**config.mk**
```make
export PLATFORM = sky130hd
export DESIGN_NAME = rv_iopmp_entry_encoder
export DESIGN_NICKNAME = d
export VERILOG_FILES = /design/src/rtl/rv_iopmp_pkg.sv /design/src/rtl/rv_iopmp_region_classifier.sv /design/src/rtl/rv_iopmp_entry_encoder.sv
export SDC_FILE = /design/constraint.sdc
export NUM_CORES = 1
export LEC_CHECK = 0
export ABC_AREA = 1
export CAP_MARGIN = 5
export CORE_ASPECT_RATIO = 1.25
export CORE_UTILIZATION = 40
export CTS_BUF_LIST = sky130_fd_sc_hd__clkbuf_16
export CTS_CLUSTER_SIZE = 28
export DETAILED_ROUTE_END_ITERATION = 10
export DONT_BUFFER_PORTS = 1
export HOLD_SLACK_MARGIN = 0.1
export PLACE_DENSITY = 0.57
export SLEW_MARGIN = 20
export SYNTH_ARGS = -nofsm -noshare
export SYNTH_HDL_FRONTEND = slang
export SYNTH_SLANG_ARGS = --single-unit
```
**constraint.sdc**
```tcl
create_clock -name clk_i -period 2.9 [get_ports clk_i]
set_clock_uncertainty 0.05 [all_clocks]
set_input_delay 0.58 -clock clk_i [delete_from_list [all_inputs] [get_ports clk_i]]
set_output_delay 0.58 -clock clk_i [all_outputs]
set_load 0.02 [all_outputs]
```
**src/rtl/rv_iopmp_pkg.sv**
```systemverilog
// Shared IOPMP types: entry address-matching modes and region encoder completion status.
package rv_iopmp_pkg;

    typedef enum logic [1:0] {
        OFF   = 2'd0,
        TOR   = 2'd1,
        NA4   = 2'd2,
        NAPOT = 2'd3
    } mode_t;

    typedef enum logic [1:0] {
        ENC_OK        = 2'd0,
        ENC_ERR_ALIGN = 2'd1,
        ENC_ERR_RANGE = 2'd2,
        ENC_ERR_IDX   = 2'd3
    } enc_status_t;

endpackage

```
**src/rtl/rv_iopmp_region_classifier.sv**
```systemverilog
// Combinational region classifier: picks the tightest entry mode and the entry address fields.
// NA4/NAPOT selection is present only when RV_IOPMP_ENC_NAPOT_EN is defined; otherwise every legal region is TOR.
module rv_iopmp_region_classifier
    import rv_iopmp_pkg::*;
#(
    parameter int LEN        = 32,
    parameter int ADDR_WIDTH = 64,
    parameter int NUM_ENTRY  = 16,
    localparam int IDX_W     = $clog2(NUM_ENTRY),
    localparam int FIELD_W   = 2 * LEN
) (
    input  logic [ADDR_WIDTH-1:0] base,
    input  logic [ADDR_WIDTH-1:0] size,
    input  logic [IDX_W-1:0]      idx,
    output enc_status_t           status,
    output mode_t                 mode,
    output logic [FIELD_W-1:0]    prim_field,
    output logic [FIELD_W-1:0]    end_field
);

    logic [ADDR_WIDTH:0] end_addr;
    logic                align_err;
    logic                range_err;

    // One extra bit so a region ending exactly at the top of the address space stays legal.
    assign end_addr  = {1'b0, base} + {1'b0, size};
    assign align_err = (base[1:0] != 2'b00) || (size[1:0] != 2'b00);
    assign range_err = (size == '0) || (end_addr[ADDR_WIDTH] && (end_addr[ADDR_WIDTH-1:0] != '0));
    assign end_field = FIELD_W'(end_addr >> 2);

`ifdef RV_IOPMP_ENC_NAPOT_EN
    logic [ADDR_WIDTH-1:0] size_mask;
    logic                  is_na4;
    logic                  is_napot;

    assign size_mask = size - ADDR_WIDTH'(1);
    assign is_na4    = (size == ADDR_WIDTH'(4));
    assign is_napot  = (size >= ADDR_WIDTH'(8)) && ((size & size_mask) == '0) && ((base & size_mask) == '0);
`endif

    always_comb begin
        status     = ENC_OK;
        mode       = TOR;
        prim_field = FIELD_W'(base >> 2);
        if (align_err) begin
            status = ENC_ERR_ALIGN;
            mode   = OFF;
        end else if (range_err) begin
            status = ENC_ERR_RANGE;
            mode   = OFF;
        end
`ifdef RV_IOPMP_ENC_NAPOT_EN
        else if (is_na4) begin
            mode = NA4;
        end else if (is_napot) begin
            mode       = NAPOT;
            prim_field = FIELD_W'((base >> 2) | ((size >> 3) - ADDR_WIDTH'(1)));
        end
`endif
        else if (idx == IDX_W'(NUM_ENTRY - 1)) begin
            // TOR needs idx+1, which does not exist for the last entry.
            status = ENC_ERR_IDX;
            mode   = OFF;
        end
    end

endmodule

```
**src/rtl/rv_iopmp_entry_encoder.sv**
```systemverilog
// Turns a region request into one (NA4/NAPOT) or two (TOR) handshaked IOPMP entry writes plus a completion pulse.
// Optional RV_IOPMP_ENC_NAPOT_EN enables NA4/NAPOT encoding; without it every legal region is written as TOR.
module rv_iopmp_entry_encoder
    import rv_iopmp_pkg::*;
#(
    parameter int LEN        = 32,
    parameter int ADDR_WIDTH = 64,
    parameter int NUM_ENTRY  = 16,
    localparam int IDX_W     = $clog2(NUM_ENTRY)
) (
    input  logic                  clk_i,
    input  logic                  rst_ni,
    input  logic                  req_valid_i,
    output logic                  req_ready_o,
    input  logic [ADDR_WIDTH-1:0] req_base_i,
    input  logic [ADDR_WIDTH-1:0] req_size_i,
    input  logic [2:0]            req_perm_i,
    input  logic [IDX_W-1:0]      req_idx_i,
    output logic                  wr_valid_o,
    input  logic                  wr_ready_i,
    output logic [IDX_W-1:0]      wr_idx_o,
    output logic [LEN-1:0]        wr_addr_o,
    output logic [LEN-1:0]        wr_addrh_o,
    output mode_t                 wr_mode_o,
    output logic [2:0]            wr_perm_o,
    output logic                  rsp_valid_o,
    output enc_status_t           rsp_status_o,
    output mode_t                 rsp_mode_o
);

    localparam int FIELD_W = 2 * LEN;

    typedef enum logic [2:0] {
        IDLE,
        CALC,
        WR_PREV,
        WR_ENTRY,
        RESP
    } state_e;

    state_e                state_q, state_d;
    logic                  ready_q;
    logic                  accept;
    logic [ADDR_WIDTH-1:0] base_q, size_q;
    logic [2:0]            perm_q;
    logic [IDX_W-1:0]      idx_q;
    enc_status_t           status_q, cls_status;
    mode_t                 mode_q, cls_mode;
    logic [FIELD_W-1:0]    prim_q, cls_prim;
    logic [FIELD_W-1:0]    end_q, cls_end;
    logic [FIELD_W-1:0]    wr_field;

    assign req_ready_o = ready_q;
    assign accept      = req_valid_i && ready_q;

    rv_iopmp_region_classifier #(
        .LEN        (LEN),
        .ADDR_WIDTH (ADDR_WIDTH),
        .NUM_ENTRY  (NUM_ENTRY)
    ) u_classifier (
        .base       (base_q),
        .size       (size_q),
        .idx        (idx_q),
        .status     (cls_status),
        .mode       (cls_mode),
        .prim_field (cls_prim),
        .end_field  (cls_end)
    );

    // Ready is a flop so it reads 0 throughout reset and rises on the first clock after release.
    always_ff @(posedge clk_i or negedge rst_ni) begin
        if (!rst_ni) begin
            state_q  <= IDLE;
            ready_q  <= 1'b0;
            base_q   <= '0;
            size_q   <= '0;
            perm_q   <= '0;
            idx_q    <= '0;
            status_q <= ENC_OK;
            mode_q   <= OFF;
            prim_q   <= '0;
            end_q    <= '0;
        end else begin
            state_q <= state_d;
            ready_q <= (state_d == IDLE);
            if (accept) begin
                base_q <= req_base_i;
                size_q <= req_size_i;
                perm_q <= req_perm_i;
                idx_q  <= req_idx_i;
            end
            if (state_q == CALC) begin
                status_q <= cls_status;
                mode_q   <= cls_mode;
                prim_q   <= cls_prim;
                end_q    <= cls_end;
            end
        end
    end

    always_comb begin
        state_d = state_q;
        case (state_q)
            IDLE:     if (accept) state_d = CALC;
            CALC: begin
                if (cls_status != ENC_OK) state_d = RESP;
                else if (cls_mode == TOR) state_d = WR_PREV;
                else                      state_d = WR_ENTRY;
            end
            WR_PREV:  if (wr_ready_i) state_d = WR_ENTRY;
            WR_ENTRY: if (wr_ready_i) state_d = RESP;
            RESP:     state_d = IDLE;
            default:  state_d = IDLE;
        endcase
    end

    // Outputs decode only registered state, so they hold steady while a write is stalled.
    always_comb begin
        wr_valid_o   = 1'b0;
        wr_idx_o     = '0;
        wr_field     = '0;
        wr_mode_o    = OFF;
        wr_perm_o    = 3'b000;
        rsp_valid_o  = 1'b0;
        rsp_status_o = ENC_OK;
        rsp_mode_o   = OFF;
        case (state_q)
            WR_PREV: begin
                wr_valid_o = 1'b1;
                wr_idx_o   = idx_q;
                wr_field   = prim_q;
            end
            WR_ENTRY: begin
                wr_valid_o = 1'b1;
                wr_mode_o  = mode_q;
                wr_perm_o  = perm_q;
                if (mode_q == TOR) begin
                    wr_idx_o = idx_q + IDX_W'(1);
                    wr_field = end_q;
                end else begin
                    wr_idx_o = idx_q;
                    wr_field = prim_q;
                end
            end
            RESP: begin
                rsp_valid_o  = 1'b1;
                rsp_status_o = status_q;
                rsp_mode_o   = (status_q == ENC_OK) ? mode_q : OFF;
            end
            default: ;
        endcase
    end

    assign {wr_addrh_o, wr_addr_o} = wr_field;

endmodule

```
**Word-level counts from Yosys, hierarchy flattened**

Index checks and enable logic that the tools add are counted.

- Bits in registers: 268
- Input bits: 139
- Output and inout bits: 80
- Word-level logic and storage cells: 55

- $add $sub $neg: 2
- Equal/unequal tests: 7
- Mux-type cells: 23
- Reduce and logical (&&, ||, !) cells: 13

Operator list:

| kind | number |
|---|---|
| one-hot mux 63 bit (2 select lines) | 1 |
| adder 64 x 64 -> 65 bit | 1 |
| logical NOT 64 bit | 1 |
| nonzero test 64 bit | 1 |
| 2-to-1 mux 63 bit | 1 |
| 2-to-1 mux 2 bit | 9 |
| 2-to-1 mux 3 bit | 5 |
| one-hot mux 3 bit (4 select lines) | 1 |
| one-hot mux 4 bit (2 select lines) | 1 |
| equality test 3 x 2 -> 1 bit (second input constant) | 2 |
| logical NOT 3 bit | 2 |
| nonzero test 2 bit | 3 |
| adder 4 x 1 -> 4 bit (second input constant) | 1 |
| equality test 2 x 1 -> 1 bit (second input constant) | 2 |
| equality test 4 bit (second input constant) | 1 |
| 2-to-1 mux 1 bit | 4 |
| 2-to-1 mux 4 bit | 1 |
| equality test 3 x 1 -> 1 bit (second input constant) | 1 |
| equality test 3 bit (second input constant) | 1 |
| logical AND 1 bit | 2 |
| logical NOT 2 bit | 1 |
| logical OR 1 bit | 2 |
| OR reduction 2 bit | 1 |

**Logic depth before layout (Yosys ltp)**

Gate-level depths: netlist of the first run.

- Depth in word-level cells: 11
- Depth in mapped cells: 25
- Mapped depth without buffers: 25

**Modules after synthesis**

A second synthesis of the first run with hierarchy kept.

- Cells, all modules: 2,705
- Area, all modules: 18,676.7 um2

By module, submodules not included:

| module | times used | cells an instance | area an instance (um2) | sequential area each (um2) |
|---|---|---|---|---|
| rv_iopmp_entry_encoder | 1 | 1,145 | 11,342.1 | 6,781.5 |
| rv_iopmp_region_classifier | 1 | 1,560 | 7,334.5 | 0.0 |

**Least setup slack after synthesis of the first run**

Ideal clock, no wire load.

- Path type: flip-flop to flip-flop
- Start: register base_q[0]
- End: register ready_q, in the netlist req_ready_o
- Library setup time: 116 ps
- Arrival: 2,477 ps
- Required time: 2,734 ps
- Setup slack: 258 ps
- Stages on the path, launching flop included: 23
- Buffers on the path: 0
- Clock period less this slack: 2,642 ps
- Cell sequence: dfrtp_1 ha_1 fa_1 nand3_1 nand3_2 nand2_1 nand2_1 nand2_1 nand2_2 nand2_1 nand2_1 nand2_1 nand3_1 nand2_1 nand2_1 nor2_1 nand2_1 nor2_1 nand3_1 nand2_2 nand4_1 nand3_1 nor2_2

- Longest elaborated chain between the ends: 11
- Elaborated cells between the ends (all ways): 16
- Classes of those cells: 1 x add/sub; 1 x eq/ne; 7 x mux; 7 x reduce/logical

RTL lines:

| what | line | RTL |
|---|---|---|
| start, declared | rv_iopmp_entry_encoder.sv:44 | `logic [ADDR_WIDTH-1:0] base_q, size_q;` |
| start signal, assigned | rv_iopmp_entry_encoder.sv:87 | `base_q <= req_base_i;` |
| adder 64 x 64 -> 65 bit | rv_iopmp_region_classifier.sv:26 | `assign end_addr = {1'b0, base} + {1'b0, size};` |
| nonzero test 64 bit | rv_iopmp_region_classifier.sv:28 | `assign range_err = (size == '0) \|\| (end_addr[ADDR_WIDTH] && (end_addr[ADDR_WIDTH-1:0] != '0));` |
| logical AND 1 bit | rv_iopmp_region_classifier.sv:28 |  |
| logical OR 1 bit | rv_iopmp_region_classifier.sv:28 |  |
| 2-to-1 mux 2 bit | rv_iopmp_region_classifier.sv:48 | `end else if (range_err) begin` |
| 2-to-1 mux 2 bit | rv_iopmp_region_classifier.sv:45 | `if (align_err) begin` |
| equality test 2 x 1 -> 1 bit | rv_iopmp_entry_encoder.sv:107 | `else if (cls_mode == TOR) state_d = WR_PREV;` |
| 2-to-1 mux 1 bit | rv_iopmp_entry_encoder.sv:107 |  |
| 2-to-1 mux 3 bit (*) | rv_iopmp_entry_encoder.sv:106 | `if (cls_status != ENC_OK) state_d = RESP;` |
| one-hot mux 3 bit (4 select lines) (*) | rv_iopmp_entry_encoder.sv:103 | `case (state_q)` |
| logical NOT 3 bit (*) | rv_iopmp_entry_encoder.sv:85 | `ready_q <= (state_d == IDLE);` |
| end signal, assigned | rv_iopmp_entry_encoder.sv:85 |  |
| end, declared | rv_iopmp_entry_encoder.sv:42 | `logic ready_q;` |

Mark *: on every way between the ends. The rest lies on a longest branch, timed or not.
A chain may end at the register's enable or synchronous reset.

**Worst setup path after layout of the first run**

- Start: register size_q[0]
- End: register ready_q, in the netlist req_ready_o

- Elaborated cells between the ends (all ways): 17
- Classes of those cells: 1 x add/sub; 1 x eq/ne; 7 x mux; 8 x reduce/logical

RTL lines:

| what | line | RTL |
|---|---|---|
| start, declared | rv_iopmp_entry_encoder.sv:44 |  |
| start signal, assigned | rv_iopmp_entry_encoder.sv:88 | `size_q <= req_size_i;` |
| adder 64 x 64 -> 65 bit | rv_iopmp_region_classifier.sv:26 |  |
| nonzero test 64 bit | rv_iopmp_region_classifier.sv:28 |  |
| logical AND 1 bit | rv_iopmp_region_classifier.sv:28 |  |
| logical OR 1 bit | rv_iopmp_region_classifier.sv:28 |  |
| 2-to-1 mux 2 bit | rv_iopmp_region_classifier.sv:48 |  |
| 2-to-1 mux 2 bit (*) | rv_iopmp_region_classifier.sv:45 |  |
| nonzero test 2 bit (*) | rv_iopmp_entry_encoder.sv:106 |  |
| 2-to-1 mux 3 bit (*) | rv_iopmp_entry_encoder.sv:106 |  |
| one-hot mux 3 bit (4 select lines) (*) | rv_iopmp_entry_encoder.sv:103 |  |
| net state_d[2] | rv_iopmp_entry_encoder.sv:41 | `state_e state_q, state_d;` |
| logical NOT 3 bit (*) | rv_iopmp_entry_encoder.sv:85 |  |

The timed path passes the listed nets; every way through them passes the cells marked *.

==> results of run 1 <==
layout by cell type, fill, tap and decap left out, types with 14 or more instances in the layout:
master	netlist	final
sky130_fd_sc_hd__nand4_1	20	20
sky130_fd_sc_hd__buf_6	0	18
sky130_fd_sc_hd__clkbuf_16	0	33
sky130_fd_sc_hd__nor4_1	16	16
sky130_fd_sc_hd__o21ai_0	194	160
sky130_fd_sc_hd__nand3_1	46	39
sky130_fd_sc_hd__buf_4	3	491
sky130_fd_sc_hd__nand3b_1	24	24
sky130_fd_sc_hd__nand2_1	877	775
sky130_fd_sc_hd__ha_1	65	14
sky130_fd_sc_hd__nand2_2	21	108
sky130_fd_sc_hd__inv_2	17	21
sky130_fd_sc_hd__dfrtp_1	267	266
sky130_fd_sc_hd__dlygate4sd3_1	0	97
sky130_fd_sc_hd__o21ai_2	0	16
sky130_fd_sc_hd__nor2_1	100	64
sky130_fd_sc_hd__ha_4	0	51
sky130_fd_sc_hd__inv_1	403	399
sky130_fd_sc_hd__nor2_4	6	31
sky130_fd_sc_hd__a21oi_1	55	44
sky130_fd_sc_hd__mux2_2	129	129
sky130_fd_sc_hd__nor3_1	18	14
sky130_fd_sc_hd__o21ai_1	1	18
sky130_fd_sc_hd__nor2_2	27	38
flip-flops by register name, summed over array words and instances (netlist names):
signal	cells
perm_q	3
idx_q	4
status_q	2
size_q	64
req_ready_o	1
mode_q	1
end_q	63
state_q	3
base_q	64
prim_q	62
metal layers:
layer | wire [microns] | vias up
met1 | 25500 | 8186
met3 | 1900 | 98
met5 | 0 | -
met2 | 33800 | 325
met4 | 2570 | 0
li1 | - | 8639
worst paths after layout:
check / end / slack, ns
min reg2reg: end_q[54] / 0.44
max reg2reg: req_ready_o / -0.21
max: req_ready_o / -0.21
min in group clk_i: base_q[28] / 0.12
min: end_q[17] / -0.33
max in group asynchronous: prim_q[44] / 2.53
cell type report:
type                       instances  area [sq um]  share of cell area, %
sequential                       267          6680                   26.2
clock inverter                    22           196                  0.771
timing repair buffer             624          5260                   20.6
tap                              559           699                   2.74
antenna                            1          2.50                0.00982
inverter                         423          1590                   6.25
clock buffer                      29           726                   2.85
multi-input combinational       1651         10300                   40.5
critical path, delay by kind of cell, from the launching register on:
kind                     cells  cell delay, ns
buffers and inverters        1            0.13
adder cells (fa/ha/maj)      2            0.58
XOR/XNOR                     1            0.15
flip-flops                   1            0.42
AND/OR/NAND/NOR             16            1.67
where the power goes:
part / switching [W] / total [W] / internal [W]
clock network: 0.00155 / 0.00370 / 0.00215
registers: 0.00136 / 0.00686 / 0.00550
logic: 0.0144 / 0.0273 / 0.0130
metrics by stage:
| step | cells | hold slack (ns) |
|---|---|---|
| CTS | 3551 | -0.357 |
| finish | 3576 | -0.335 |
| global route | 3576 | -0.349 |
| floorplan | 2399 | 0.234 |
| detailed placement | 3363 | 0.247 |
| global placement | 3363 | 0.246 |
timing repair:
action                                 4_1_cts  5_1_grt
endpoints found under the hold margin      364      267
pin swaps                                   73       49
buffers inserted                            39       19
gates cloned                                 1        5
setup endpoints to repair                   70       50
resized for setup                          229      140
cells by family (layout without fill, tap and decap cells):
| family | count (synthesis) | count (layout) |
|---|---|---|
| AND/OR/NAND/NOR | 1176 | 1176 |
| adder cells (fa/ha/maj) | 66 | 66 |
| multiplexers | 130 | 130 |
| other | 1 | 4 |
| XOR/XNOR | 19 | 19 |
| AO/OA/AOI/OAI | 257 | 257 |
| buffers and inverters | 481 | 1098 |
| flip-flops | 267 | 267 |
==> impl_results.md, run 1 <==
- Outcome: finished with violations
- Violations in the final reports: hold timing, setup timing
- Number of buffers added by the clock tree synthesis step: 28
- IO Port Bufs: 0
- Total via count after detailed routing: between 15000 and 20000
- Detailed Routing Iterations Pass 1: 6
- Number of distinct standard cells referenced by the synthesized netlist: 40
- Drt first-iter violations: 802
- Number of setup violations in the final report: 9
- DRC violation count after routing: 0
- Master cell of the clock root buffer: sky130_fd_sc_hd__clkbuf_16
- Top area cells in the synthesized netlist: sky130_fd_sc_hd__dfrtp_1 39%, sky130_fd_sc_hd__nand2_1 19%, sky130_fd_sc_hd__inv_1 8.8%, sky130_fd_sc_hd__mux2_2 8.4%, sky130_fd_sc_hd__o21ai_0 5.6%
- Warning count from the yosys run: 0
- Clk sinks: 267
- Count of pins over their slew limit: 0
- RSZ-0062 raised after global routing: yes
- FF-to-FF Start: size_q[0]
- Area of the die: 43900 sq um
- Share of the synthesized area in compound gates (AO/OA/AOI/OAI): 7.55%
- Final Hold Vio Count: approximately 270
- Post-synthesis instance area: about 17000 sq um
- Multiplexer area fraction after synthesis: ~8.5%
- Main combinational cell family by area after synthesis: simple AND/OR/NAND/NOR gates
- Cell Pwr Density: 1490 nW/um^2
- Total Neg Setup Slack: -1.11 ns
- Kind of start point of the critical path: register
- Synth top area share: about 39%
- Met1 track demand over resource: ~33%
- Max Root-Sink Buffers: 3
- HPWL after detailed placement: 47800 microns
- Worst hold margin: -0.335 ns
- Congestion Overflow GR: 0
- Final setup slack of the worst path: -0.206 ns
- Layout cell share with drive strength beyond 1: around a third
- Post-DR vias/cell: 4.82
- Routability Congestion: 0.969
- Per-instance average area after synthesis: 7.19 sq um
- Total number of nets in the final design: 3200
- Total chip power: between 0.03 and 0.04 W
- Initial standard-cell utilization of the core: roughly two fifths
- CP Launch Point: size_q[0]
- Pleak: 13.0 nW
- Total routing usage reported by global routing: between 20 and 30%
- Width of the die: between 150 and 200 microns
- Core Area: 42300 sq um
- DP Area: approximately 21000 sq um
- Worst-path fanout max: 4
- Row count: 84
- Number of storage elements in the synthesis netlist: between 200 and 300
- Transition time at the pin with the least slew margin: 0.723 ns
- Hold/Removal Path Class: primary input to async pin
- Maximum resistive drop on vdd: 0.000810 V
- H-tree depth: 1
- Detailed Route WL: around 64000 microns
- Arrival time at the worst endpoint: around 3.6 ns
- Number of antenna violations at the first check in global routing: 1
- Relative slew margins: 51.8%
- Post-DR wirelength/cell: 17.8 microns
- Most repeated cell in the gate-level netlist after synthesis: sky130_fd_sc_hd__nand2_1
- Library cell appearing most often on the critical path: sky130_fd_sc_hd__nand2_2
- Worst Setup End Kind: register
- Post-layout min period: 3.11 ns
- Global route hottest layer: met2
- Count of fill cells added during filler insertion: 3867
- Non-Filler Cell Area, Final: roughly 25000 sq um
- Post-Synthesis Cells: 2397
- Synth top cells by count: 877 x sky130_fd_sc_hd__nand2_1, 403 x sky130_fd_sc_hd__inv_1, 267 x sky130_fd_sc_hd__dfrtp_1
- Area growth from synthesis to final layout: 48.0%
- Met3 global-route usage: 2.18%
- Worst setup timing slack at the placement stage: -0.751 ns
- Data required time at the worst endpoint: 3.35 ns
- Simple-gate share of the synthesized area: 28.8%
- Sequential cell area fraction in the yosys report: around two fifths
- Clock latency at the later pin of the worst-skew pair: between 0.5 and 0.6 ns
- Share of synthesized flip-flops with an asynchronous set or reset: 100%
- Worst R2R Path Depth: 20
- Cell accounting for the most synthesized area: sky130_fd_sc_hd__dfrtp_1
- I/O pin count: 219
- Total of max-cap violations: 0
- Period utilization: 107%
- Antenna-violating nets left: 0
- Xor/xnor cell area share of the yosys netlist: less than 1%
- Synthesized-area fraction occupied by adder cells: 4.84%
- Maximum single-stage delay on the critical path: roughly 0.42 ns
- Met2 Usage GRT: 54.2%
- CTS clk-pin slew, worst paths: about 0.070 ns
- Top FF cell, synth: sky130_fd_sc_hd__dfrtp_1
- Max stage delay cell, worst path: sky130_fd_sc_hd__dfrtp_1
- Final Util: 60.3%
- Ordered cell list for the critical path: ha_4, fa_2, nand3_2, nand3_4, nand2_2, nand2_2, buf_6, nand2_4, nand2_8, xnor2_4, nand2_1, nor2_4, nand3_2, nor3_4, nand3_2, nand2_2, nand4_1, nand2_1, nand2_2, nor2_2
- Number of synthesized flops with an enable pin: 0
- Global-route wire length before repair: around 96000 microns
- Via count of the first global-routing pass: between 15000 and 20000
- Hold buffers post-CTS: between 90 and 100
- Vertical die dimension: 234 microns
- Crit path kind: register to register
- Clock tree from TritonCTS: done
- Pin count of the biggest net entering global routing: roughly 270
- Maximum clock rate: 322 MHz
No activity file was read; power rests on OpenSTA's default activity.
==> inputs of run 2 (changes only) <==
--- a/config.mk
+++ b/config.mk
@@ -18,4 +18,5 @@
 export SLEW_MARGIN = 20
 export SYNTH_ARGS = -nofsm -noshare
 export SYNTH_HDL_FRONTEND = slang
+export SYNTH_HIERARCHICAL = 1
 export SYNTH_SLANG_ARGS = --single-unit
==> run 2 against run 1 <==
Effect of this change:
- the run still ends with hold timing, setup timing left
- register-to-register slack got worse by 0.19 ns
- global-route usage decreased by 1.1 points
- flip-flop and latch count increased by 4
- critical path depth increased by 4
- synthesized area increased by 8.4%
- largest cell class unchanged
==> impl_results.md, run 2 <==
- Number of antenna violations at the first check in global routing: 1
- Area of the die: 47600 sq um
- Total routing usage reported by global routing: 27.2%
- Number of setup violations in the final report: 7
- Master cell of the clock root buffer: sky130_fd_sc_hd__clkbuf_16
- Violations in the final reports: hold timing, setup timing
- Ant. Diodes: 0
- I/O pin count: 219
- Max stage delay cell, worst path: sky130_fd_sc_hd__dfrtp_1
- Warning count from the yosys run: 6
- Most frequent standard cell in the layout excluding fill and tap cells: sky130_fd_sc_hd__nand2_1
- Post-layout min period: between 3 and 4 ns
- Arrival time at the worst endpoint: roughly 3.7 ns
- Kind of start point of the critical path: register
- Ordered cell list for the critical path: ha_4, nand2_2, nor2_4, nand2_2, inv_2, nand4_1, nand3_4, buf_4, xnor2_2, nand2_1, nor2_1, nand2_1, nor3_4, nand3_2, nand2_2, nand3_4, nand2_2, inv_2, inv_2, nand2_2, nor2_2, nand2_1, nand2_1, nor3_1
- Maximum single-stage delay on the critical path: about 0.43 ns
- RSZ-0062 raised after global routing: yes
- Detailed Route WL: 65200 microns
- Crit path kind: register to register
- Layout cell share with drive strength beyond 1: 31.8%
- Max Root-Sink Buffers: 3
- Worst-path fanout max: 4
- Most repeated cell in the gate-level netlist after synthesis: sky130_fd_sc_hd__nand2_1
- Top FF cell, synth: sky130_fd_sc_hd__dfrtp_1
- HPWL after detailed placement: around 50000 microns
- Total of max-cap violations: 0
- Congestion Overflow GR: 0
- Drt first-iter violations: 963
- Worst R2R Path Depth: 24
- Per-instance average area after synthesis: 6.90 sq um
- Count of fill cells added during filler insertion: 4352
- Area growth from synthesis to final layout: 40.8%
- Maximum clock rate: about 300 MHz
- Cell accounting for the most synthesized area: sky130_fd_sc_hd__dfrtp_1
- Number of storage elements in the synthesis netlist: 271
- Number of distinct standard cells referenced by the synthesized netlist: 37
- Core Area: 46100 sq um
- Clock tree from TritonCTS: done
- Hold/Removal Path Class: primary input to async pin
- Detailed Routing Iterations Pass 1: 5
- Total Neg Setup Slack: -2.13 ns
- Share of synthesized flip-flops with an asynchronous set or reset: 100%
- FF-to-FF Start: base_q[17]
- Worst Setup End Kind: register
- Routability Congestion: 0.954
- Transition time at the pin with the least slew margin: between 0.8 and 0.9 ns
- Clk sinks: 271
- Period utilization: 114%
- Pin count of the biggest net entering global routing: around 270
- Clock latency at the later pin of the worst-skew pair: 0.59 ns
- Row count: between 80 and 90
- Synth top area share: a little over a third
- Final Util: between 50% and 60%
- Antenna-violating nets left: 0
- Total via count after detailed routing: 18406
- DRC violation count after routing: 0
- Number of buffers added by the clock tree synthesis step: 30
- Reg2reg setup slack: -0.39 ns
- Initial standard-cell utilization of the core: 40.5%
- Library cell appearing most often on the critical path: sky130_fd_sc_hd__nand2_2
- Synth top cells by count: 1150 x sky130_fd_sc_hd__nand2_1, 411 x sky130_fd_sc_hd__inv_1, 271 x sky130_fd_sc_hd__dfrtp_1
- Post-DR vias/cell: roughly 4.8
- Total number of nets in the final design: 3409
- Final setup slack of the worst path: -0.393 ns
- Data required time at the worst endpoint: 3.31 ns
- Post-synthesis instance area: 18700 sq um
- Width of the die: 195 microns
- Area taken by flip-flops and latches: 6780 sq um
- Final Hold Vio Count: 271
- Via count of the first global-routing pass: 18834
- Outcome: finished with violations
- Sequential cell area fraction in the yosys report: between 30% and 40%
- Number of synthesized flops with an enable pin: 0
- CTS clk-pin slew, worst paths: 0.06 ns
- Worst hold margin: -0.345 ns
- Relative slew margins: 41.0%
- H-tree depth: 1
- Post-DR wirelength/cell: 17.1 microns
- Global-route wire length before repair: 101000 microns
- Area used by multi-input combinational logic: 11100 sq um
- Commonest cells after routing, fill and taps aside: 1013 x sky130_fd_sc_hd__nand2_1, 453 x sky130_fd_sc_hd__buf_4, 408 x sky130_fd_sc_hd__inv_1
- Vertical die dimension: 244 microns
- Count of pins over their slew limit: 0
- RR Endpoint: req_ready_o
- IO Port Bufs: 0
- Hold buffers post-CTS: 129
- Top area cells in the synthesized netlist: sky130_fd_sc_hd__dfrtp_1 36%, sky130_fd_sc_hd__nand2_1 23%, sky130_fd_sc_hd__inv_1 8.3%, sky130_fd_sc_hd__mux2_2 7.8%, sky130_fd_sc_hd__nand3_1 4.7%
- Post-Synthesis Cells: 2705
[run 2: cell families (layout without fill, tap and decap cells)]
logic type               count (synthesis)  count (layout)  synth area share [%]
buffers and inverters                  561            1080                  13.1
flip-flops                             271             271                  36.3
other                                    1               4                0.0201
XOR/XNOR                                19              19                 0.891
adder cells (fa/ha/maj)                 66              66                  4.46
AND/OR/NAND/NOR                       1595            1595                  35.7
AO/OA/AOI/OAI                           63              63                  1.74
multiplexers                           129             129                  7.78
[run 2: how the worst max path moves through the flow]
stage	start	endpoint	slack, ns	cells past startpoint
after global routing	base_q[46]	req_ready_o	-0.63	27
after detailed placement	base_q[0]	req_ready_o	-0.94	24
after global placement	base_q[0]	req_ready_o	-0.96	24
after CTS	size_q[0]	req_ready_o	-0.42	26
after floorplan	base_q[0]	req_ready_o	0.05	25
final	base_q[17]	req_ready_o	-0.39	24
[run 2: metal layers]
metal / routed length [microns] / part of all wire (%) / GRT usage [%]
met1: 26800 / 41 / 32.3
met2: 33100 / 51 / 49.3
met3: 2870 / 4.4 / 3.74
met4: 2500 / 3.8 / 10.6
met5: 13 / 0.020 / 0
[run 2: critical path: cells and delay by family (launching register included)]
family	cells	cell delay, ns
fa+ha+maj	1	0.31
flops	1	0.43
xor+xnor	1	0.10
buf+inv	4	0.30
simple gates	18	1.98
[run 2: what timing repair did]
action / 4_1_cts / 5_1_grt
endpoints found under the hold margin: 400 / 271
pin swaps: 56 / 49
cloned: 0 / 0
setup endpoints to repair: 15 / 58
gates resized for setup: 257 / 128
setup buffers: 25 / 29
[run 2: stage by stage]
stage	worst slack, ns	hold WS (ns)	area [sq um]	std cells
2_1_floorplan	0.0465	0.234	18700	2708
3_3_place_gp	-0.961	0.250	21900	3577
3_5_place_dp	-0.941	0.250	21900	3577
4_1_cts	-0.417	-0.377	25500	3784
5_1_grt	-0.626	-0.366	26300	3812
6_report	-0.393	-0.345	26300	3812
[run 2: cell type report]
cell class              instances  share of cell area (%)
multi-input cells            1876                    42.4
flip-flops and latches        271                    25.8
well taps                     585                    2.78
inverters                     422                    6.03
clock inverters                24                    1.01
clock buffers                  31                    2.95
repair buffers                603                    19.0
Power of run 2 is left out: the tool's default activity adds up to more than one toggle a clock period on the data nets, which glitch-free logic cannot reach.
